[config.mk]
export PLATFORM = sky130hd
export DESIGN_NAME = line_bus_arbiter_flat
export DESIGN_NICKNAME = d
export VERILOG_FILES = /design/src/rtl/line_bus_arbiter_if.sv /design/src/rtl/line_bus_arbiter.sv /design/src/flat_wrapper.sv
export SDC_FILE = /design/constraint.sdc
export NUM_CORES = 1
export LEC_CHECK = 0
export ABC_AREA = 0
export BUFFER_PORTS_ARGS = -buffer_cell sky130_fd_sc_hd__clkbuf_2
export CAP_MARGIN = 20
export CORE_AREA = 2 2 315 317
export DETAILED_ROUTE_END_ITERATION = 6
export DIE_AREA = 0 0 317 319
export PLACE_DENSITY = 0.45
export SLEW_MARGIN = 20
export SYNTH_ARGS = -nofsm -noshare
export SYNTH_HDL_FRONTEND = slang
export SYNTH_SLANG_ARGS = --single-unit
[constraint.sdc]
create_clock -name clk -period 4.4 [get_ports clk]
set_input_delay 0.66 -clock clk [delete_from_list [all_inputs] [get_ports clk]]
set_output_delay 0.66 -clock clk [all_outputs]
set_load 0.05 [all_outputs]
[src/rtl/line_bus_arbiter_if.sv]
// ---------------------------------------------------------------------------
// line_bus_arbiter_if
//   Bundles every handshake/bus signal of the line bus arbiter. It carries the
//   N requesting masters on one side and the single unified line memory port
//   on the other.
//
//   Modports
//     slave  : arbiter view. Takes master requests and memory responses.
//              Drives master completions and memory requests.
//     master : environment view (the cache masters together with the line
//              memory). Drives requests and memory responses.
//
//   Signals (N = N_MASTERS)
//     m_rd_req_i   [N]      per-master refill request (level)
//     m_wb_req_i   [N]      per-master write-back request (level)
//     m_rd_addr_i  [N*AW]   refill address, slice i = [i*AW +: AW]
//     m_wb_addr_i  [N*AW]   write-back address
//     m_wb_data_i  [N*LW]   write-back line
//     m_rdata_o    [LW]     shared refill line, valid with m_ready_o
//     m_ready_o    [N]      one-hot single-cycle completion pulse
//     m_err_o               completion was caused by a timeout
//     mem_rd_req_o          memory read request
//     mem_wb_req_o          memory write request
//     mem_addr_o   [AW]     memory address
//     mem_wdata_o  [LW]     memory write line
//     mem_rdata_i  [LW]     memory read line, valid with mem_ready_i
//     mem_ready_i           memory single-cycle completion pulse
// ---------------------------------------------------------------------------
interface line_bus_arbiter_if #(
  parameter int N_MASTERS = 2,
  parameter int AW        = 32,
  parameter int LW        = 128
);
  logic [N_MASTERS-1:0]    m_rd_req_i;
  logic [N_MASTERS-1:0]    m_wb_req_i;
  logic [N_MASTERS*AW-1:0] m_rd_addr_i;
  logic [N_MASTERS*AW-1:0] m_wb_addr_i;
  logic [N_MASTERS*LW-1:0] m_wb_data_i;
  logic [LW-1:0]           m_rdata_o;
  logic [N_MASTERS-1:0]    m_ready_o;
  logic                    m_err_o;
  logic                    mem_rd_req_o;
  logic                    mem_wb_req_o;
  logic [AW-1:0]           mem_addr_o;
  logic [LW-1:0]           mem_wdata_o;
  logic [LW-1:0]           mem_rdata_i;
  logic                    mem_ready_i;

  modport slave (
    input  m_rd_req_i, m_wb_req_i, m_rd_addr_i, m_wb_addr_i, m_wb_data_i,
    input  mem_rdata_i, mem_ready_i,
    output m_rdata_o, m_ready_o, m_err_o,
    output mem_rd_req_o, mem_wb_req_o, mem_addr_o, mem_wdata_o
  );

  modport master (
    output m_rd_req_i, m_wb_req_i, m_rd_addr_i, m_wb_addr_i, m_wb_data_i,
    output mem_rdata_i, mem_ready_i,
    input  m_rdata_o, m_ready_o, m_err_o,
    input  mem_rd_req_o, mem_wb_req_o, mem_addr_o, mem_wdata_o
  );
endinterface

[src/rtl/line_bus_arbiter.sv]
// ---------------------------------------------------------------------------
// line_bus_arbiter
//   Merges cache-line requests from N_MASTERS masters onto one line memory
//   port. Each transaction is a write-back, a refill, or a fused
//   write-back-then-refill. It ends with one m_ready_o pulse to the granted
//   master. Arbitration is either round-robin or fixed priority, where the
//   lowest index wins. An optional per-phase timeout aborts a stuck memory
//   phase and completes the transaction with m_err_o.
//
//   Parameters
//     N_MASTERS  number of masters (1..8)
//     AW / LW    address / line width
//     RR_MODE    1 = round-robin, 0 = fixed priority
//     TIMEOUT    max cycles per memory phase without mem_ready_i, 0 = off
//
//   Ports
//     clk        rising-edge clock
//     rst_n      synchronous active-low reset
//     bus        line_bus_arbiter_if.slave (all master and memory signals)
//
//   Timing: a request seen in IDLE raises the memory request on the next
//   cycle. A mem_ready_i at cycle k gives m_ready_o at cycle k+1. Every
//   output is registered.
// ---------------------------------------------------------------------------
module line_bus_arbiter #(
  parameter int N_MASTERS = 2,
  parameter int AW        = 32,
  parameter int LW        = 128,
  parameter int RR_MODE   = 1,
  parameter int TIMEOUT   = 0
) (
  input  logic                 clk,
  input  logic                 rst_n,
  line_bus_arbiter_if.slave    bus
);

  localparam int GW = (N_MASTERS > 1) ? $clog2(N_MASTERS) : 1;
  localparam int CW = (TIMEOUT > 1) ? $clog2(TIMEOUT) : 1;
  localparam logic [CW-1:0] TMO_LAST = CW'((TIMEOUT > 0) ? TIMEOUT - 1 : 0);

  typedef enum logic [1:0] {
    S_IDLE,
    S_WB,
    S_RD,
    S_DONE
  } state_t;

  state_t               state;
  logic [GW-1:0]        grant_q;
  logic [GW-1:0]        rr_ptr;
  logic                 rd_flag_q;
  logic [AW-1:0]        rd_addr_q;
  logic [CW-1:0]        tmo_cnt;

  logic [N_MASTERS-1:0] req_vec;
  logic                 any_req;
  logic                 found;
  logic [GW-1:0]        cand;
  logic [GW-1:0]        grant_idx;
  logic [N_MASTERS-1:0] ready_onehot;
  logic                 tmo_expired;

  assign req_vec      = bus.m_rd_req_i | bus.m_wb_req_i;
  assign any_req      = |req_vec;
  assign ready_onehot = N_MASTERS'(1) << grant_q;
  // An expiry in the same cycle as mem_ready_i loses.
  // The ready branch below is therefore tested first.
  assign tmo_expired  = (TIMEOUT > 0) && (tmo_cnt == TMO_LAST);

  // Grant selection. Round-robin scans upward from rr_ptr+1 with wrap-around,
  // so the master granted last has the lowest priority next time. Fixed
  // priority returns the lowest asserted index.
  always_comb begin
    // NOTE: every variable assigned here gets a default first, so no path leaves it holding a value (no latch).
    found     = 1'b0;
    cand      = '0;
    grant_idx = '0;
    if (RR_MODE != 0) begin
      for (int k = 1; k <= N_MASTERS; k++) begin
        cand = GW'((int'(rr_ptr) + k) % N_MASTERS);
        if (!found && req_vec[cand]) begin
          found     = 1'b1;
          grant_idx = cand;
        end
      end
    end else begin
      for (int i = N_MASTERS - 1; i >= 0; i--) begin
        if (req_vec[i]) begin
          grant_idx = GW'(i);
        end
      end
    end
  end

  // A single FSM drives all outputs as registers. Outputs change on the same
  // edge as the state, which gives the cycle-exact latencies described above.
  always_ff @(posedge clk) begin
    if (!rst_n) begin
      // NOTE: sequential state uses non-blocking (<=) so all registers update together at the edge.
      state            <= S_IDLE;
      grant_q          <= '0;
      rr_ptr           <= GW'(N_MASTERS - 1);  // master 0 wins first
      rd_flag_q        <= 1'b0;
      rd_addr_q        <= '0;
      tmo_cnt          <= '0;
      bus.m_rdata_o    <= '0;
      bus.m_ready_o    <= '0;
      bus.m_err_o      <= 1'b0;
      bus.mem_rd_req_o <= 1'b0;
      bus.mem_wb_req_o <= 1'b0;
      bus.mem_addr_o   <= '0;
      bus.mem_wdata_o  <= '0;
    end else begin
      case (state)
        S_IDLE: begin
          // mem_ready_i is deliberately ignored here.
          bus.m_ready_o <= '0;
          bus.m_err_o   <= 1'b0;
          if (any_req) begin
            grant_q   <= grant_idx;
            if (RR_MODE != 0) begin
              rr_ptr <= grant_idx;
            end
            rd_flag_q <= bus.m_rd_req_i[grant_idx];
            rd_addr_q <= bus.m_rd_addr_i[grant_idx*AW +: AW];
            tmo_cnt   <= '0;
            // A write-back always goes first. The refill address is kept for later.
            if (bus.m_wb_req_i[grant_idx]) begin
              state            <= S_WB;
              bus.mem_wb_req_o <= 1'b1;
              bus.mem_addr_o   <= bus.m_wb_addr_i[grant_idx*AW +: AW];
              bus.mem_wdata_o  <= bus.m_wb_data_i[grant_idx*LW +: LW];
            end else begin
              state            <= S_RD;
              bus.mem_rd_req_o <= 1'b1;
              bus.mem_addr_o   <= bus.m_rd_addr_i[grant_idx*AW +: AW];
            end
          end
        end

        S_WB: begin
          if (bus.mem_ready_i) begin
            bus.mem_wb_req_o <= 1'b0;
            bus.mem_wdata_o  <= '0;
            tmo_cnt          <= '0;
            if (rd_flag_q) begin
              // Back-to-back: the write drops and the read rises on the same edge.
              state            <= S_RD;
              bus.mem_rd_req_o <= 1'b1;
              bus.mem_addr_o   <= rd_addr_q;
            end else begin
              state          <= S_DONE;
              bus.mem_addr_o <= '0;
              bus.m_ready_o  <= ready_onehot;
              bus.m_rdata_o  <= '0;  // write-back only: no line to return
            end
          end else if (tmo_expired) begin
            // Abandon the write and any pending refill, then complete with an error.
            state            <= S_DONE;
            bus.mem_wb_req_o <= 1'b0;
            bus.mem_wdata_o  <= '0;
            bus.mem_addr_o   <= '0;
            bus.m_ready_o    <= ready_onehot;
            bus.m_err_o      <= 1'b1;
            bus.m_rdata_o    <= '0;
          end else begin
            tmo_cnt <= tmo_cnt + 1'b1;
          end
        end

        S_RD: begin
          if (bus.mem_ready_i) begin
            state            <= S_DONE;
            bus.mem_rd_req_o <= 1'b0;
            bus.mem_addr_o   <= '0;
            bus.m_ready_o    <= ready_onehot;
            bus.m_rdata_o    <= bus.mem_rdata_i;
          end else if (tmo_expired) begin
            state            <= S_DONE;
            bus.mem_rd_req_o <= 1'b0;
            bus.mem_addr_o   <= '0;
            bus.m_ready_o    <= ready_onehot;
            bus.m_err_o      <= 1'b1;
            bus.m_rdata_o    <= '0;
          end else begin
            tmo_cnt <= tmo_cnt + 1'b1;
          end
        end

        S_DONE: begin
          // The completion pulse lasts one cycle. m_rdata_o keeps its value.
          state         <= S_IDLE;
          bus.m_ready_o <= '0;
          bus.m_err_o   <= 1'b0;
        end

        default: begin
          state <= S_IDLE;
        end
      endcase
    end
  end

endmodule
[src/flat_wrapper.sv]
// flat-port wrapper written by rule: the top's interface ports become plain ports
module line_bus_arbiter_flat 
#(
  parameter int N_MASTERS = 2,
  parameter int AW        = 32,
  parameter int LW        = 128,
  parameter int RR_MODE   = 1,
  parameter int TIMEOUT   = 0
)
  (clk, rst_n, bus_m_rd_req_i, bus_m_wb_req_i, bus_m_rd_addr_i, bus_m_wb_addr_i, bus_m_wb_data_i, bus_mem_rdata_i, bus_mem_ready_i, bus_m_rdata_o, bus_m_ready_o, bus_m_err_o, bus_mem_rd_req_o, bus_mem_wb_req_o, bus_mem_addr_o, bus_mem_wdata_o);
  line_bus_arbiter_if #(.N_MASTERS(N_MASTERS), .AW(AW), .LW(LW)) bus_i ();
  input  logic clk;
  input  logic rst_n;
  input wire logic [$bits(bus_i.m_rd_req_i)-1:0] bus_m_rd_req_i;
  input wire logic [$bits(bus_i.m_wb_req_i)-1:0] bus_m_wb_req_i;
  input wire logic [$bits(bus_i.m_rd_addr_i)-1:0] bus_m_rd_addr_i;
  input wire logic [$bits(bus_i.m_wb_addr_i)-1:0] bus_m_wb_addr_i;
  input wire logic [$bits(bus_i.m_wb_data_i)-1:0] bus_m_wb_data_i;
  input wire logic [$bits(bus_i.mem_rdata_i)-1:0] bus_mem_rdata_i;
  input wire logic [$bits(bus_i.mem_ready_i)-1:0] bus_mem_ready_i;
  output wire logic [$bits(bus_i.m_rdata_o)-1:0] bus_m_rdata_o;
  output wire logic [$bits(bus_i.m_ready_o)-1:0] bus_m_ready_o;
  output wire logic [$bits(bus_i.m_err_o)-1:0] bus_m_err_o;
  output wire logic [$bits(bus_i.mem_rd_req_o)-1:0] bus_mem_rd_req_o;
  output wire logic [$bits(bus_i.mem_wb_req_o)-1:0] bus_mem_wb_req_o;
  output wire logic [$bits(bus_i.mem_addr_o)-1:0] bus_mem_addr_o;
  output wire logic [$bits(bus_i.mem_wdata_o)-1:0] bus_mem_wdata_o;
  assign bus_i.m_rd_req_i = bus_m_rd_req_i;
  assign bus_i.m_wb_req_i = bus_m_wb_req_i;
  assign bus_i.m_rd_addr_i = bus_m_rd_addr_i;
  assign bus_i.m_wb_addr_i = bus_m_wb_addr_i;
  assign bus_i.m_wb_data_i = bus_m_wb_data_i;
  assign bus_i.mem_rdata_i = bus_mem_rdata_i;
  assign bus_i.mem_ready_i = bus_mem_ready_i;
  assign bus_m_rdata_o = bus_i.m_rdata_o;
  assign bus_m_ready_o = bus_i.m_ready_o;
  assign bus_m_err_o = bus_i.m_err_o;
  assign bus_mem_rd_req_o = bus_i.mem_rd_req_o;
  assign bus_mem_wb_req_o = bus_i.mem_wb_req_o;
  assign bus_mem_addr_o = bus_i.mem_addr_o;
  assign bus_mem_wdata_o = bus_i.mem_wdata_o;
  line_bus_arbiter #(.N_MASTERS(N_MASTERS), .AW(AW), .LW(LW), .RR_MODE(RR_MODE), .TIMEOUT(TIMEOUT)) u_core (.clk(clk), .rst_n(rst_n), .bus(bus_i));
endmodule
==> run summary <==
Fin Setup TNS - 0 ps
Register area share after synthesis - 0.465
Setup Fix Bufs, Post-CTS - 0
Time the worst path needs with I/O delays and setup - 2850 ps
Fin crit share - 0.648
# fillers - 10,800
Clock Power Share - 0.231
Post-cts resize count - 0
Final RePlAce weighted congestion - 0.828
Vias/cell - 3.95
# Max-Cap Violations - 0
Slew headroom - 0.336
FF+latch count, synth - 329
Yosys warning count - 0
IR Drop Worst-Case VDD - 0.000448 V
Initial Utilization - 0.145
Worst Path Arrival - 3290 ps
Vias in the first global route - 13,600
CP endpoint kind - flop
Layout Utilization - 0.214
Share of layout cells above drive strength 1 - 0.445
I/O pin count - 812
Internal power - 7.90 mW
Leakage - 9.55 nW
CTS Sinks - 329
Status - complete, no violations
Area Growth Syn to Fin - 47.4%
Top cell type's share of synthesized area - 0.465
Skew-Pair Late Insertion Delay - 590 ps
Hold Path Class - primary input to flop
Synth Area per Inst - 10.3 µm²
# hold bufs at CTS - 0
Die W - 317 µm
CP most frequent cell - inv_1
Comb pwr share - 0.484
WL/cell - 19.3 µm
Cell Area, Synth - 14,200 µm²
Top cells by area, synth - dfxtp_1 (47%), mux2i_1 (11%), o2bb2ai_1 (8.0%)
H-tree Lvls - 2
DIE HEIGHT - 319 µm
HPWL Detailed - 51,400 µm
CTS buffer count - 43
Leading area contributor after synthesis - dfxtp_1
Layout Cell Area excl Fill - 20,900 µm²
Switching power - 7.14 mW
Final hold violations - 0
Reg clk slew, reported paths - 60 ps
Syn Inst Count - 1,371
RSZ-0062 raised after global routing - false
Area of the multi-input gates - 6910 µm²
First-pass GRT wire length - 93,500 µm
Synthesized net count - 1,894
Part of the power in registers - 0.285
Worst-path maximum fanout - 128
Sequential Area - 6590 µm²
CP Data Required Time - 4840 ps
Slowest cell on crit path - ha_1
Die area - 101,000 µm²
Pre-antenna DRT Iters - 4
Largest net degree at the start of global routing - 145
IO buf count - 810
Drt first-iter violations - 642
CTS tree - yes
Total grt overflow - 0
Final setup fails - 0
Crit-path cells - inv_1, ha_1, inv_1, o211ai_1, o31ai_4, buf_12, o2bb2ai_1
Antenna violation net count after detailed routing - 0
Startpoint types - flop
Final WL - 66,400 µm
Via count - 13,600
Clock Skew - 20.4 ps
Fin. max-slew vios - 0
Antenna violations before repair - 3
Residual DRC - 0
Post-synth cell types - 44
CTS max path bufs - 3
F_max - 351 MHz
Clock Tree Root - clkbuf_16
Switch share - 0.475
Setup CP Type - flop to flop
Cell Rows - 115
PD cells - 720 nW/µm²
Final #Nets - 2,641
Placed cell area - 19,500 µm²
All-Layer GR Usage - 0.125
Area of the core - 97,700 µm²
Least-Margin Pin Slew - 994 ps
Max incr delay on CP - 490 ps
-- registers in the layout (all words and copies together), names as in the netlist, 2 cells and up --
| signal | cells |
|---|---|
| u_core.bus.mem_addr_o | 32 |
| u_core.rd_addr_q | 32 |
| u_core.bus.m_rdata_o | 128 |
| u_core.state | 2 |
| u_core.bus.m_ready_o | 2 |
| u_core.bus.mem_wdata_o | 128 |
-- cells by family after synthesis --
kind of cell | after synthesis | share of synthesized area
flip-flops | 329 | 0.465
multiplexers | 194 | 0.165
buffers and inverters | 145 | 0.0504
other | 1 | 0.000265
adder cells (fa/ha/maj) | 4 | 0.00353
AO/OA/AOI/OAI | 351 | 0.180
AND/OR/NAND/NOR | 347 | 0.136
-- cells in the mapped netlist --
| cell | count |
|---|---|
| a2111o_2 | 1 |
| a211o_1 | 1 |
| a211oi_1 | 32 |
| a211oi_2 | 1 |
| a21boi_1 | 1 |
| a21oi_1 | 139 |
| a221o_1 | 32 |
| a31o_2 | 1 |
| and2b_1 | 1 |
| and3_1 | 32 |
| buf_1 | 4 |
| buf_2 | 61 |
| buf_4 | 7 |
| buf_6 | 9 |
| clkbuf_1 | 56 |
| conb_1 | 1 |
| dfxtp_1 | 329 |
| ha_1 | 4 |
| inv_1 | 7 |
| inv_2 | 1 |
| mux2i_1 | 162 |
| mux4_2 | 32 |
| nand2_1 | 3 |
| nand2b_1 | 132 |
| nand3_1 | 130 |
| nand4_1 | 1 |
| nor2_1 | 37 |
| nor2_4 | 2 |
| nor2b_1 | 2 |
| nor3_1 | 3 |
| nor4_2 | 1 |
| o211ai_1 | 3 |
| o21ai_0 | 3 |
| o21ai_1 | 1 |
| o21ai_2 | 1 |
| o21ba_1 | 1 |
| o21ba_2 | 1 |
| o21bai_1 | 1 |
| o22a_1 | 1 |
| o2bb2ai_1 | 129 |
| o31ai_1 | 1 |
| o31ai_2 | 1 |
| or2_2 | 2 |
| or3_1 | 1 |
-- worst max-delay path, delay by kind of cell, from the launching register on --
kind,cells,cell delay [ps]
AOI/OAI and AO/OA,3,920
buffers and inverters,3,650
adders and majority gates,1,490
DFF,1,340
-- power by group through the flow --
stage	combinational, mW	clock [mW]	sequential, mW
2_1_floorplan	2.99	0	6.57
3_3_place_gp	7.41	0	4.35
3_5_place_dp	7.43	0	4.33
4_1_cts	7.44	3.63	4.29
5_1_grt	7.77	3.75	4.39
6_report	7.29	3.47	4.28
-- cell usage in the layout, fill, tap and decap left out, types with 5 or more instances in the layout --
master,instances
a21oi_1,139
a211oi_1,32
clkbuf_1,7
buf_12,5
and3_1,32
mux4_2,32
nand3_1,130
clkbuf_2,810
clkbuf_8,12
o2bb2ai_1,129
clkinv_2,9
a221o_1,32
mux2i_1,162
dfxtp_1,329
clkbuf_16,44
nand2b_1,132
nor2_1,36
buf_4,24
inv_1,7
-- worst paths after layout --
path / from / depth (start not counted) / slack, ps / end
max: u_core.state[0]$_SDFFE_PN0P_ / 7 / 1550 / u_core.bus.mem_wdata_o[6]$_SDFFE_PN0P_
min: bus_mem_rdata_i[127] / 3 / 320 / u_core.bus.m_rdata_o[127]$_SDFFE_PN0P_
max reg2reg: u_core.state[0]$_SDFFE_PN0P_ / 7 / 1550 / u_core.bus.mem_wdata_o[6]$_SDFFE_PN0P_
min reg2reg: u_core.bus.mem_wdata_o[103]$_SDFFE_PN0P_ / 1 / 460 / u_core.bus.mem_wdata_o[103]$_SDFFE_PN0P_
-- metal layers --
layer | up-vias | GRT usage | part of all wire
met5 | - | 0 | 0.00020
li1 | 6587 | - | -
met1 | 6389 | 0.147 | 0.40
met2 | 517 | 0.211 | 0.48
met3 | 102 | 0.0334 | 0.074
met4 | 2 | 0.0584 | 0.042
-- stage by stage --
step	instances	hold WS [ps]	total power [mW]	setup slack, ps
floorplan	1371	456	9.56	2410
global placement	3360	445	11.8	1410
detailed placement	3360	445	11.8	1380
CTS	3438	262	15.4	1690
global route	3440	281	15.9	1510
finish	3440	325	15.0	1550
-- cell type report --
type / instances / share of cell area
Timing Repair Buffer: 839 / 0.208
Sequential cell: 329 / 0.315
Clock inverter: 15 / 0.00491
Inverter: 8 / 0.00168
Multi-Input combinational cell: 897 / 0.331
Antenna cell: 2 / 0.000240
Clock buffer: 63 / 0.0619
Tap cell: 1287 / 0.0771
(Power assumes the default switching activity.)
